`src/rtl/dcache_mem_controller_pkg.sv`:
```
// dcache_mem_controller_pkg: channel state encoding and consumer index width helper.
package dcache_mem_controller_pkg;
   typedef logic [2:0] chan_state_t;
   localparam chan_state_t IDLE           = 3'd0;
   localparam chan_state_t READ_WAITING   = 3'd1;
   localparam chan_state_t WRITE_WAITING  = 3'd2;
   localparam chan_state_t READ_RELAYING  = 3'd3;
   localparam chan_state_t WRITE_RELAYING = 3'd4;

   function automatic int consumer_idx_bits(input int n);
      return (n > 1) ? $clog2(n) : 1;
   endfunction
endpackage

```
`src/rtl/dcache_mem_channel.sv`:
```
// dcache_mem_channel: one memory channel, carries a granted consumer request through
// the memory handshake and relays the result until the consumer drops valid.
module dcache_mem_channel
   import dcache_mem_controller_pkg::*;
#(
   parameter int ADDR_BITS = 8,
   parameter int DATA_BITS = 8,
   parameter int IDX_BITS  = 3
) (
   input  logic                 clk,
   input  logic                 reset,
   input  logic                 grant,
   input  logic                 grant_write,
   input  logic [IDX_BITS-1:0]  grant_idx,
   input  logic [ADDR_BITS-1:0] grant_address,
   input  logic [DATA_BITS-1:0] grant_data,
   input  logic                 read_valid,
   input  logic                 write_valid,
   output logic                 idle,
   output logic [IDX_BITS-1:0]  idx,
   output logic                 read_ready,
   output logic                 write_ready,
   output logic [DATA_BITS-1:0] read_data,
   output logic                 mem_read_valid,
   output logic [ADDR_BITS-1:0] mem_read_address,
   input  logic                 mem_read_ready,
   input  logic [DATA_BITS-1:0] mem_read_data,
   output logic                 mem_write_valid,
   output logic [ADDR_BITS-1:0] mem_write_address,
   output logic [DATA_BITS-1:0] mem_write_data,
   input  logic                 mem_write_ready
);
   chan_state_t state;

   assign idle = state == IDLE;

   always_ff @(posedge clk or negedge reset)
      if (!reset) begin
         state             <= IDLE;
         idx               <= '0;
         read_ready        <= 1'b0;
         write_ready       <= 1'b0;
         read_data         <= '0;
         mem_read_valid    <= 1'b0;
         mem_read_address  <= '0;
         mem_write_valid   <= 1'b0;
         mem_write_address <= '0;
         mem_write_data    <= '0;
      end else
         case (state)
            IDLE:
               if (grant) begin
                  idx <= grant_idx;
                  if (grant_write) begin
                     state             <= WRITE_WAITING;
                     mem_write_valid   <= 1'b1;
                     mem_write_address <= grant_address;
                     mem_write_data    <= grant_data;
                  end else begin
                     state            <= READ_WAITING;
                     mem_read_valid   <= 1'b1;
                     mem_read_address <= grant_address;
                  end
               end
            READ_WAITING:
               if (mem_read_ready) begin
                  mem_read_valid <= 1'b0;
                  read_ready     <= 1'b1;
                  read_data      <= mem_read_data;
                  state          <= READ_RELAYING;
               end
            WRITE_WAITING:
               if (mem_write_ready) begin
                  mem_write_valid <= 1'b0;
                  write_ready     <= 1'b1;
                  state           <= WRITE_RELAYING;
               end
            READ_RELAYING:
               if (!read_valid) begin
                  read_ready <= 1'b0;
                  read_data  <= '0;
                  state      <= IDLE;
               end
            WRITE_RELAYING:
               if (!write_valid) begin
                  write_ready <= 1'b0;
                  state       <= IDLE;
               end
            default: state <= IDLE;
         endcase
endmodule

```
`src/rtl/dcache_mem_controller.sv`:
```
// dcache_mem_controller: arbitrates dcache consumer lanes onto NUM_CHANNELS memory channels.
// Define DCACHE_MEM_CONTROLLER_RR_EN for a round-robin consumer scan instead of fixed priority.
module dcache_mem_controller
   import dcache_mem_controller_pkg::*;
#(
   parameter int ADDR_BITS     = 8,
   parameter int DATA_BITS     = 8,
   parameter int NUM_CONSUMERS = 8,
   parameter int NUM_CHANNELS  = 8
) (
   input  logic                                clk,
   input  logic                                reset,
   input  logic [NUM_CONSUMERS-1:0]            consumer_read_valid,
   input  logic [NUM_CONSUMERS*ADDR_BITS-1:0]  consumer_read_address,
   output logic [NUM_CONSUMERS-1:0]            consumer_read_ready,
   output logic [NUM_CONSUMERS*DATA_BITS-1:0]  consumer_read_data,
   input  logic [NUM_CONSUMERS-1:0]            consumer_write_valid,
   input  logic [NUM_CONSUMERS*ADDR_BITS-1:0]  consumer_write_address,
   input  logic [NUM_CONSUMERS*DATA_BITS-1:0]  consumer_write_data,
   output logic [NUM_CONSUMERS-1:0]            consumer_write_ready,
   output logic [NUM_CHANNELS-1:0]             mem_read_valid,
   output logic [NUM_CHANNELS*ADDR_BITS-1:0]   mem_read_address,
   input  logic [NUM_CHANNELS-1:0]             mem_read_ready,
   input  logic [NUM_CHANNELS*DATA_BITS-1:0]   mem_read_data,
   output logic [NUM_CHANNELS-1:0]             mem_write_valid,
   output logic [NUM_CHANNELS*ADDR_BITS-1:0]   mem_write_address,
   output logic [NUM_CHANNELS*DATA_BITS-1:0]   mem_write_data,
   input  logic [NUM_CHANNELS-1:0]             mem_write_ready
);
   localparam int IB = consumer_idx_bits(NUM_CONSUMERS);

   logic [NUM_CHANNELS-1:0]  ch_idle, ch_grant, ch_gwrite, ch_rready, ch_wready, ch_rvalid, ch_wvalid;
   logic [IB-1:0]            ch_gidx  [NUM_CHANNELS];
   logic [IB-1:0]            ch_idx   [NUM_CHANNELS];
   logic [ADDR_BITS-1:0]     ch_gaddr [NUM_CHANNELS];
   logic [DATA_BITS-1:0]     ch_gdata [NUM_CHANNELS];
   logic [DATA_BITS-1:0]     ch_rdata [NUM_CHANNELS];
   logic [NUM_CONSUMERS-1:0] serving, eligible;

`ifdef DCACHE_MEM_CONTROLLER_RR_EN
   logic [IB-1:0] ptr, last;
   logic          any;

   always_ff @(posedge clk or negedge reset)
      if (!reset) ptr <= '0;
      else if (any) ptr <= IB'((int'(last) + 1) % NUM_CONSUMERS);
`endif

   assign eligible = (consumer_read_valid | consumer_write_valid) & ~serving;

   // claimed keeps a lane from being granted to two channels in the same cycle
   always_comb begin
      logic [NUM_CONSUMERS-1:0] claimed;
      int c;
      claimed = '0;
      c = 0;
`ifdef DCACHE_MEM_CONTROLLER_RR_EN
      last = ptr;
      any  = 1'b0;
`endif
      for (int k = 0; k < NUM_CHANNELS; k++) begin
         ch_grant[k]  = 1'b0;
         ch_gwrite[k] = 1'b0;
         ch_gidx[k]   = '0;
         ch_gaddr[k]  = '0;
         ch_gdata[k]  = '0;
         for (int j = 0; j < NUM_CONSUMERS; j++) begin
`ifdef DCACHE_MEM_CONTROLLER_RR_EN
            c = (int'(ptr) + j) % NUM_CONSUMERS;
`else
            c = j;
`endif
            if (ch_idle[k] && !ch_grant[k] && eligible[c] && !claimed[c]) begin
               ch_grant[k]  = 1'b1;
               claimed[c]   = 1'b1;
               ch_gidx[k]   = IB'(c);
               ch_gwrite[k] = !consumer_read_valid[c];
               ch_gaddr[k]  = ch_gwrite[k] ? consumer_write_address[c*ADDR_BITS +: ADDR_BITS]
                                           : consumer_read_address[c*ADDR_BITS +: ADDR_BITS];
               ch_gdata[k]  = consumer_write_data[c*DATA_BITS +: DATA_BITS];
`ifdef DCACHE_MEM_CONTROLLER_RR_EN
               last = IB'(c);
               any  = 1'b1;
`endif
            end
         end
      end
   end

   always_comb begin
      serving              = '0;
      consumer_read_ready  = '0;
      consumer_write_ready = '0;
      consumer_read_data   = '0;
      for (int k = 0; k < NUM_CHANNELS; k++) begin
         if (!ch_idle[k]) serving[ch_idx[k]] = 1'b1;
         if (ch_wready[k]) consumer_write_ready[ch_idx[k]] = 1'b1;
         if (ch_rready[k]) begin
            consumer_read_ready[ch_idx[k]] = 1'b1;
            consumer_read_data[int'(ch_idx[k])*DATA_BITS +: DATA_BITS] = ch_rdata[k];
         end
      end
   end

   for (genvar k = 0; k < NUM_CHANNELS; k++) begin : g_ch
      assign ch_rvalid[k] = consumer_read_valid[ch_idx[k]];
      assign ch_wvalid[k] = consumer_write_valid[ch_idx[k]];

      dcache_mem_channel #(
         .ADDR_BITS(ADDR_BITS),
         .DATA_BITS(DATA_BITS),
         .IDX_BITS (IB)
      ) u_ch (
         .clk              (clk),
         .reset            (reset),
         .grant            (ch_grant[k]),
         .grant_write      (ch_gwrite[k]),
         .grant_idx        (ch_gidx[k]),
         .grant_address    (ch_gaddr[k]),
         .grant_data       (ch_gdata[k]),
         .read_valid       (ch_rvalid[k]),
         .write_valid      (ch_wvalid[k]),
         .idle             (ch_idle[k]),
         .idx              (ch_idx[k]),
         .read_ready       (ch_rready[k]),
         .write_ready      (ch_wready[k]),
         .read_data        (ch_rdata[k]),
         .mem_read_valid   (mem_read_valid[k]),
         .mem_read_address (mem_read_address[k*ADDR_BITS +: ADDR_BITS]),
         .mem_read_ready   (mem_read_ready[k]),
         .mem_read_data    (mem_read_data[k*DATA_BITS +: DATA_BITS]),
         .mem_write_valid  (mem_write_valid[k]),
         .mem_write_address(mem_write_address[k*ADDR_BITS +: ADDR_BITS]),
         .mem_write_data   (mem_write_data[k*DATA_BITS +: DATA_BITS]),
         .mem_write_ready  (mem_write_ready[k])
      );
   end
endmodule

```
`config.mk`:
```
export PLATFORM = sky130hd
export DESIGN_NAME = dcache_mem_controller
export DESIGN_NICKNAME = d
export VERILOG_FILES = /design/src/rtl/dcache_mem_controller_pkg.sv /design/src/rtl/dcache_mem_channel.sv /design/src/rtl/dcache_mem_controller.sv
export SDC_FILE = /design/constraint.sdc
export NUM_CORES = 2
export LEC_CHECK = 0
export CELL_PAD_IN_SITES_DETAIL_PLACEMENT = 2
export CELL_PAD_IN_SITES_GLOBAL_PLACEMENT = 2
export CORE_UTILIZATION = 32
export CTS_CLUSTER_DIAMETER = 200
export DETAILED_ROUTE_END_ITERATION = 16
export PLACE_DENSITY_LB_ADDON = 0.05
export REMOVE_ABC_BUFFERS = 1
export SLEW_MARGIN = 10
export SYNTH_ARGS = -nofsm -noshare
export SYNTH_HDL_FRONTEND = slang
export SYNTH_HIERARCHICAL = 1
export SYNTH_SLANG_ARGS = --single-unit
```
`constraint.sdc`:
```
create_clock -name clk -period 8.01 [get_ports clk]
set_input_delay 0.801 -clock clk [delete_from_list [all_inputs] [get_ports clk]]
set_output_delay 0.801 -clock clk [all_outputs]
set_load 0.03 [all_outputs]
```
# [Word level (Yosys, flattened, before mapping)]
# Cells that the tools add are included.
[totals] regBits=336 inputBits=290 out_inout_bits=288 elab_cells=1302
[op_classes] addsub=8 order_cmp=16 eq_ne=88 shift=16 mux=654 bitwise=33 reduce_logical=407
[ops] op="8-bit 2-to-1 mux" n=176
[ops] op="64-bit 2-to-1 mux" n=8
[ops] op="8-bit by 33-bit variable shift with 64-bit output, first input constant" n=8
[ops] op="8-bit by 33-bit variable part select with 64-bit output" n=8
[ops] op="64-bit bitwise mux" n=7
[ops] op="1-bit 2-to-1 mux" n=295
[ops] op="6-bit negation with 33-bit output" n=8
[ops] op="3-bit 2-to-1 mux" n=86
[ops] op="1-bit logical AND" n=184
[ops] op="8-bit OR" n=22
[ops] op="8-bit one-hot mux with 2 select lines" n=8
[ops] op="3-bit one-hot mux with 5 select lines" n=8
[ops] op="1-bit zero test" n=119
[ops] op="3-bit AND reduction" n=32
[ops] op="2-bit inequality test, second input constant" n=40
[ops] op="64-bit AND" n=1
[ops] op="1-bit one-hot mux with 2 select lines" n=32
[ops] op="4-bit AND reduction" n=16
[ops] op="2-bit nonzero test" n=32
[ops] op="1-bit binary-select mux with 3-bit select" n=16
[ops] op="3-bit by 2-bit equality test with 1-bit output, second input constant" n=16
[ops] op="5-bit AND reduction" n=8
[ops] op="3-bit by 4-bit < comparator with 1-bit output, second input constant" n=8
[ops] op="2-bit by 1-bit inequality test with 1-bit output, second input constant" n=16
[ops] op="other kinds (10)" n=68

# [Logic depth before layout (Yosys ltp)]
[depth] word_depth=82 ltp_mapped=24 mapped_depth_nobuf=16

# [Modules after synthesis]
# The synthesis kept the hierarchy.
[modules_own_cells] module="dcache_mem_controller" n_inst=1 cells_each=2815 area_per_inst_um2=17551.8 seq_area_each_um2=0.0
[modules_own_cells] module="dcache_mem_channel" n_inst=8 cells_each=115 area_per_inst_um2=1710.4 seq_area_each_um2=1051.0

# [Worst setup path after synthesis]
# OpenSTA, ideal clock, no wires.
[synth_timing] path_kind="flip-flop to flip-flop" from="reg g_ch[2].u_ch.state[1]" to="reg g_ch[7].u_ch.mem_read_address[0]" arrival_ns=5.505 t_required_ns=7.885 path_slack_ns=2.381 path_stages_with_launch=23 n_path_buf=6 synth_period_minus_slack_ns=5.629 path_cell_list="dfrtp_1 -> clkbuf_1 -> nor3_1 -> buf_2 -> nor4b_1 -> or4_1 -> or4_1 -> buf_2 -> maj3_1 -> a21oi_1 -> o21ai_0 -> nor3_1 -> a21o_1 -> buf_4 -> or3_1 -> nor3b_4 -> nand3_2 -> buf_2 -> o211ai_1 -> nor4b_4 -> nor2b_1 -> buf_4 -> mux2_2"
[synth_between] word_cells_on_any_way=431 cone_classes="mux: 134; bitwise: 8; reduce/logical: 289"
[synth_lines] item="from (decl)" line="dcache_mem_channel.sv:33" source="chan_state_t state;"
[synth_lines] item="from (signal assigned)" line="dcache_mem_channel.sv:39" source="state <= IDLE;"
[synth_lines] item="from (signal assigned)" line="dcache_mem_channel.sv:55" source="state <= WRITE_WAITING;"
[synth_lines] item="from (signal assigned)" line="dcache_mem_channel.sv:60" source="state <= READ_WAITING;"
[synth_lines] item="3-bit zero test *" line="dcache_mem_channel.sv:35" source="assign idle = state == IDLE;"
[synth_lines] item="net ch_idle[2]" line="dcache_mem_controller.sv:32" source="logic [NUM_CHANNELS-1:0] ch_idle, ch_grant, ch_gwrite, ch_rready, ch_wready, ch_rvalid, ch_wvalid;"
[synth_lines] item="8-bit 2-to-1 mux" line="dcache_mem_controller.sv:96" source="if (!ch_idle[k]) serving[ch_idx[k]] = 1'b1;"
[synth_lines] item="8-bit OR (no line)"
[synth_lines] item="8-bit 2-to-1 mux" line="dcache_mem_controller.sv:96"
[synth_lines] item="8-bit OR (no line)"
[synth_lines] item="8-bit 2-to-1 mux" line="dcache_mem_controller.sv:96"
[synth_lines] item="8-bit OR (no line)"
[synth_lines] item="[... 59 more ...]"
[synth_lines] item="1-bit 2-to-1 mux, or another cell as far along" line="dcache_mem_controller.sv:73" source="if (ch_idle[k] && !ch_grant[k] && eligible[c] && !claimed[c]) begin"
[synth_lines] item="1-bit zero test or 1-bit logical AND (tied branches)" line="dcache_mem_controller.sv:73"
[synth_lines] item="1-bit logical AND or 1-bit 2-to-1 mux (tied branches)" line="dcache_mem_controller.sv:73"
[synth_lines] item="1-bit logical AND or 1-bit zero test (tied branches)" line="dcache_mem_controller.sv:73"
[synth_lines] item="1-bit logical AND" line="dcache_mem_controller.sv:73"
[synth_lines] item="1-bit 2-to-1 mux *" line="dcache_mem_controller.sv:73"
[synth_lines] item="net ch_grant[7]" line="dcache_mem_controller.sv:32"
[synth_lines] item="3-bit AND reduction (no line) *"
[synth_lines] item="to (signal assigned)" line="dcache_mem_channel.sv:62" source="mem_read_address <= grant_address;"
[synth_lines] item="to (decl)" line="dcache_mem_channel.sv:25" source="output logic [ADDR_BITS-1:0] mem_read_address,"
# Mark *: on every way through the listed nets, which the timed path passes. The rest lies on a longest branch.
# A chain may end at the register's enable or synchronous reset.

# [Worst setup path after layout]
[layout_timing] from="reg g_ch[3].u_ch.state[1]" to="reg g_ch[6].u_ch.mem_read_address[6]"
[layout_between] word_cells_on_any_way=376 cone_classes="mux: 118; bitwise: 7; reduce/logical: 251"
[layout_lines] item="from (decl)" line="dcache_mem_channel.sv:33"
[layout_lines] item="from (signal assigned)" line="dcache_mem_channel.sv:39"
[layout_lines] item="from (signal assigned)" line="dcache_mem_channel.sv:55"
[layout_lines] item="from (signal assigned)" line="dcache_mem_channel.sv:60"
[layout_lines] item="3-bit zero test *" line="dcache_mem_channel.sv:35"
[layout_lines] item="net ch_idle[3]" line="dcache_mem_controller.sv:32"
[layout_lines] item="8-bit 2-to-1 mux" line="dcache_mem_controller.sv:96"
[layout_lines] item="8-bit OR (no line)"
[layout_lines] item="8-bit 2-to-1 mux" line="dcache_mem_controller.sv:96"
[layout_lines] item="8-bit OR (no line)"
[layout_lines] item="8-bit 2-to-1 mux" line="dcache_mem_controller.sv:96"
[layout_lines] item="8-bit OR (no line)"
[layout_lines] item="[... 54 more ...]"
[layout_lines] item="1-bit 2-to-1 mux, or another cell as far along" line="dcache_mem_controller.sv:73"
[layout_lines] item="1-bit zero test or 1-bit logical AND (tied branches)" line="dcache_mem_controller.sv:73"
[layout_lines] item="1-bit logical AND or 1-bit 2-to-1 mux (tied branches)" line="dcache_mem_controller.sv:73"
[layout_lines] item="1-bit logical AND or 1-bit zero test (tied branches)" line="dcache_mem_controller.sv:73"
[layout_lines] item="1-bit logical AND" line="dcache_mem_controller.sv:73"
[layout_lines] item="1-bit 2-to-1 mux *" line="dcache_mem_controller.sv:73"
[layout_lines] item="net ch_grant[6]" line="dcache_mem_controller.sv:32"
[layout_lines] item="3-bit AND reduction (no line) *"
[layout_lines] item="to (signal assigned)" line="dcache_mem_channel.sv:62"
[layout_lines] item="to (decl)" line="dcache_mem_channel.sv:25"
# Marks and branches as above.

==> flow_metrics.tcl <==
set metrics [dict create \
    antenna_found_initial 7 \
    postCtsHoldBufs 0 \
    synth_enable_flop_cells 0 \
    die_area_um2 98900 \
    syn_to_final_growth_pct 27.7 \
    place_ws_ns 0.410 \
    syn_avg_cell_area_um2 8.36 \
    grt.total_usage 0.392 \
    io_pins 578 \
    routed_wire_length_per_instance_um 36.7 \
    post-place-cells 5377 \
    setup-violations-final 0 \
    crit_chain "nor3_1, buf_4, inv_1, a221oi_1, and3_1, o21ai_2, a31oi_1, nor2_1, o21ai_1, nor3_1, nor4_2, nor3_1, nand3_1, nor4b_4, nor2b_1, mux2_2" \
    gr-usage-met2 0.672 \
    grt_pass1_wl_um 283000 \
    power.static_leakage_nw 15.6 \
    final_layout_size_suffix_gt1_frac 0.156 \
    worstMarginPinSlew_ns 1.31 \
    postSynthCellCount 3735 \
    max-clock-path-buffers 3 \
    finalNetCount 4456 \
    clock_tree_from_tritoncts "built" \
    vdd_ir_drop_max_v 0.000389 \
    met3_usage 0.0671 \
    grt_overflow_total 0 \
    relSlewSlack 0.124 \
    grt_pass1_vias 38600 \
    final_hold_viol_count 0 \
    port_buffers 577 \
    detail_route.wirelength_um 200000 \
    clk_transition_reported_paths_ns 0.06 \
    ys_ff_latch 336 \
    end_kind "register" \
    timing.rr.end "g_ch[6].u_ch/mem_read_address[6]" \
    startpoint_of_the_worst_setup_timing_path "g_ch[3].u_ch/state[1]" \
    drv_cap 0 \
    die_h_um 314 \
    cts-resized-gates 0 \
    netlist.area_leader.share 0.269 \
    drt_iter0_drc 4800 \
    path_class "reg2reg" \
    cp_data_arrival_time_ns 8.04 \
    worst_hold_path_type "in2async" \
    grt_busiest_layer "met2" \
    yosysTopAreaCell "dfrtp_1" \
    cts_root_buffer "clkbuf_16" \
    rr_startpoint "g_ch[3].u_ch/state[1]" \
    largest_net_degree_at_the_start_of_global_routing 152 \
    gr-usage-met1 0.459 \
    post_cts.repair.setup_buffers 0 \
    reg2reg_slack_ns 0.51 \
    critical_path.most_common_cell "nor3_1" \
    detail_route.vias_per_cell 6.78 \
    clock_sinks 336 \
    timing.critical_path.slowest_cell_delay_ns 1.03 \
    count_of_cell_types_in_the_netlist 108 \
    ys_async_sr_fraction 1.00 \
    h_tree_levels 2 \
    cts_made_buffers 44 \
    crit_path_start_kind "register" \
    finalSetupTns_ns 0 \
    fp-row-count 114 \
    synth_warnings 6 \
    layout_setup_ws_ns 0.508 \
    dieWidth_um 314 \
    place_congestion 0.969 \
    reg2reg_depth 16 \
    synth_top_flop_cell "dfrtp_1" \
    first_pass_iters 13 \
    outcome "finished clean" \
    fmax_mhz 133 \
    detailroute.via_count 37000 \
    insertion_delay_ns 0.66 \
    synth.cell_area_um2 31200 \
    post-route-period-util 0.937 \
    crit_path_max_delay_cell_type "nor2b_1" \
    critical_path_peak_fanout 20 \
    post_synth_main_area_contributors "dfrtp_1 27%, mux2_2 7.3%, nand2_1 4.5%" \
    min_period_ns 7.50 \
    clock-skew-final_ns 0.0277 \
    detail_route.drc_violations 0 \
    final_antenna_net_count 0 \
    design.core.area_um2 96700 \
    synth-seq-area-share 0.269 \
    rsz_0062_raised_after_global_routing "false" \
    start_util 0.323 \
    power_per_cell_area_nw_per_um2 566 \
    worst_ep_required_time_ns 8.54 \
    layout.cells.non_filler 5457 \
    dp_hpwl_um 151000 \
    slew_viol_final 0 \
    fill_cells 10800 \
]
## area by class of cell
class | instances | area [um^2] | area share
antenna | 2 | 5.00 | 0.000125
clock buffer | 58 | 1170 | 0.0294
clock inverter | 20 | 278 | 0.00696
inverter | 73 | 274 | 0.00687
multi-input combinational | 2940 | 21000 | 0.528
sequential | 336 | 8410 | 0.211
tap | 1276 | 1600 | 0.0400
timing repair buffer | 752 | 7100 | 0.178
## power by group
part           leakage [nW]  internal [mW]  switching (mW)
clock                 0.691           1.20           0.928
combinational          10.5           6.03            11.0
sequential             4.38           2.32            1.09
total                  15.6           9.55            13.0
## sequential cells by signal, summed over array words and instances, names as in the netlist
register                     flops
g_ch.u_ch/mem_read_address      64
g_ch.u_ch/mem_read_valid         8
g_ch.u_ch/read_ready             8
g_ch.u_ch/mem_write_valid        8
g_ch.u_ch/read_data             64
g_ch.u_ch/mem_write_data        64
g_ch.u_ch/state                 24
g_ch.u_ch/mem_write_address     64
g_ch.u_ch/idx                   24
g_ch.u_ch/write_ready            8
## through the flow
step                      hold WS, ns  cell area [um^2]  total power, mW   util
after floorplan                 0.495             29500             12.6      -
after global placement          0.489             38400             19.7  0.397
after global routing            0.161             39900             23.4  0.412
after detailed placement        0.495             38400             20.0  0.397
after CTS                       0.157             39900             22.2  0.412
final                           0.104             39900             22.6  0.412
## kinds of logic after synthesis
family | after synthesis | share of synthesized area
multiplexers | 342 | 0.134
flip-flops | 336 | 0.269
buffers and inverters | 459 | 0.0632
AND/OR/NAND/NOR | 1192 | 0.192
AO/OA/AOI/OAI | 1376 | 0.330
adder cells (fa/ha/maj) | 26 | 0.00997
XOR/XNOR | 4 | 0.00112
## layer usage
layer  vias up  wire length (um)
li1      15600                 -
met1     19000             76100
met5         -                27
met3       523             14300
met4         4             12900
met2      1915             97100
## cell usage in the layout (no fill, tap or decap), drive strengths merged, types with 83 or more instances in the layout
cell and count:
mux2 274, clkdlybuf4s50 573, nor2 285, o21ai 250
nor3 88, a22o 83, nand3 142, a21oi 243
buf 179, a221o 94, a222oi 122, a221oi 99
nand2 383, dfrtp 336
## synth_stat cells, drive strengths merged, types with 49 or more instances
master	instances
a221o	94
o221ai	64
a211oi	66
inv	71
mux2	274
nor3	88
o21ai	250
a21oi	243
dfrtp	336
a222oi	122
buf	161
a22oi	67
nand2	383
nand3	142
a22o	83
nor2	285
a32oi	49
mux2i	55
a221oi	99
clkbuf	225
## worst max-delay path, delay by kind of cell, from the launching register on
kind	cells	cell delay [ns]
buffers and inverters	2	0.46
flip-flops	1	0.53
multiplexers	1	0.43
AND/OR/NAND/NOR	9	3.85
AO/OA/AOI/OAI	4	2.07
## how the worst max path moves through the flow
stage | cells after the start | to | slack (ns)
global placement | 17 | g_ch[4].u_ch/mem_read_address[6] | 0.62
global route | 17 | g_ch[4].u_ch/mem_read_address[3] | 0.09
detailed placement | 17 | g_ch[4].u_ch/mem_read_address[1] | 0.41
floorplan | 16 | g_ch[7].u_ch/mem_read_address[0] | -0.34
CTS | 17 | g_ch[4].u_ch/mem_read_address[3] | 0.59
finish | 16 | g_ch[6].u_ch/mem_read_address[6] | 0.51
Power figures use the tool's default switching activity.
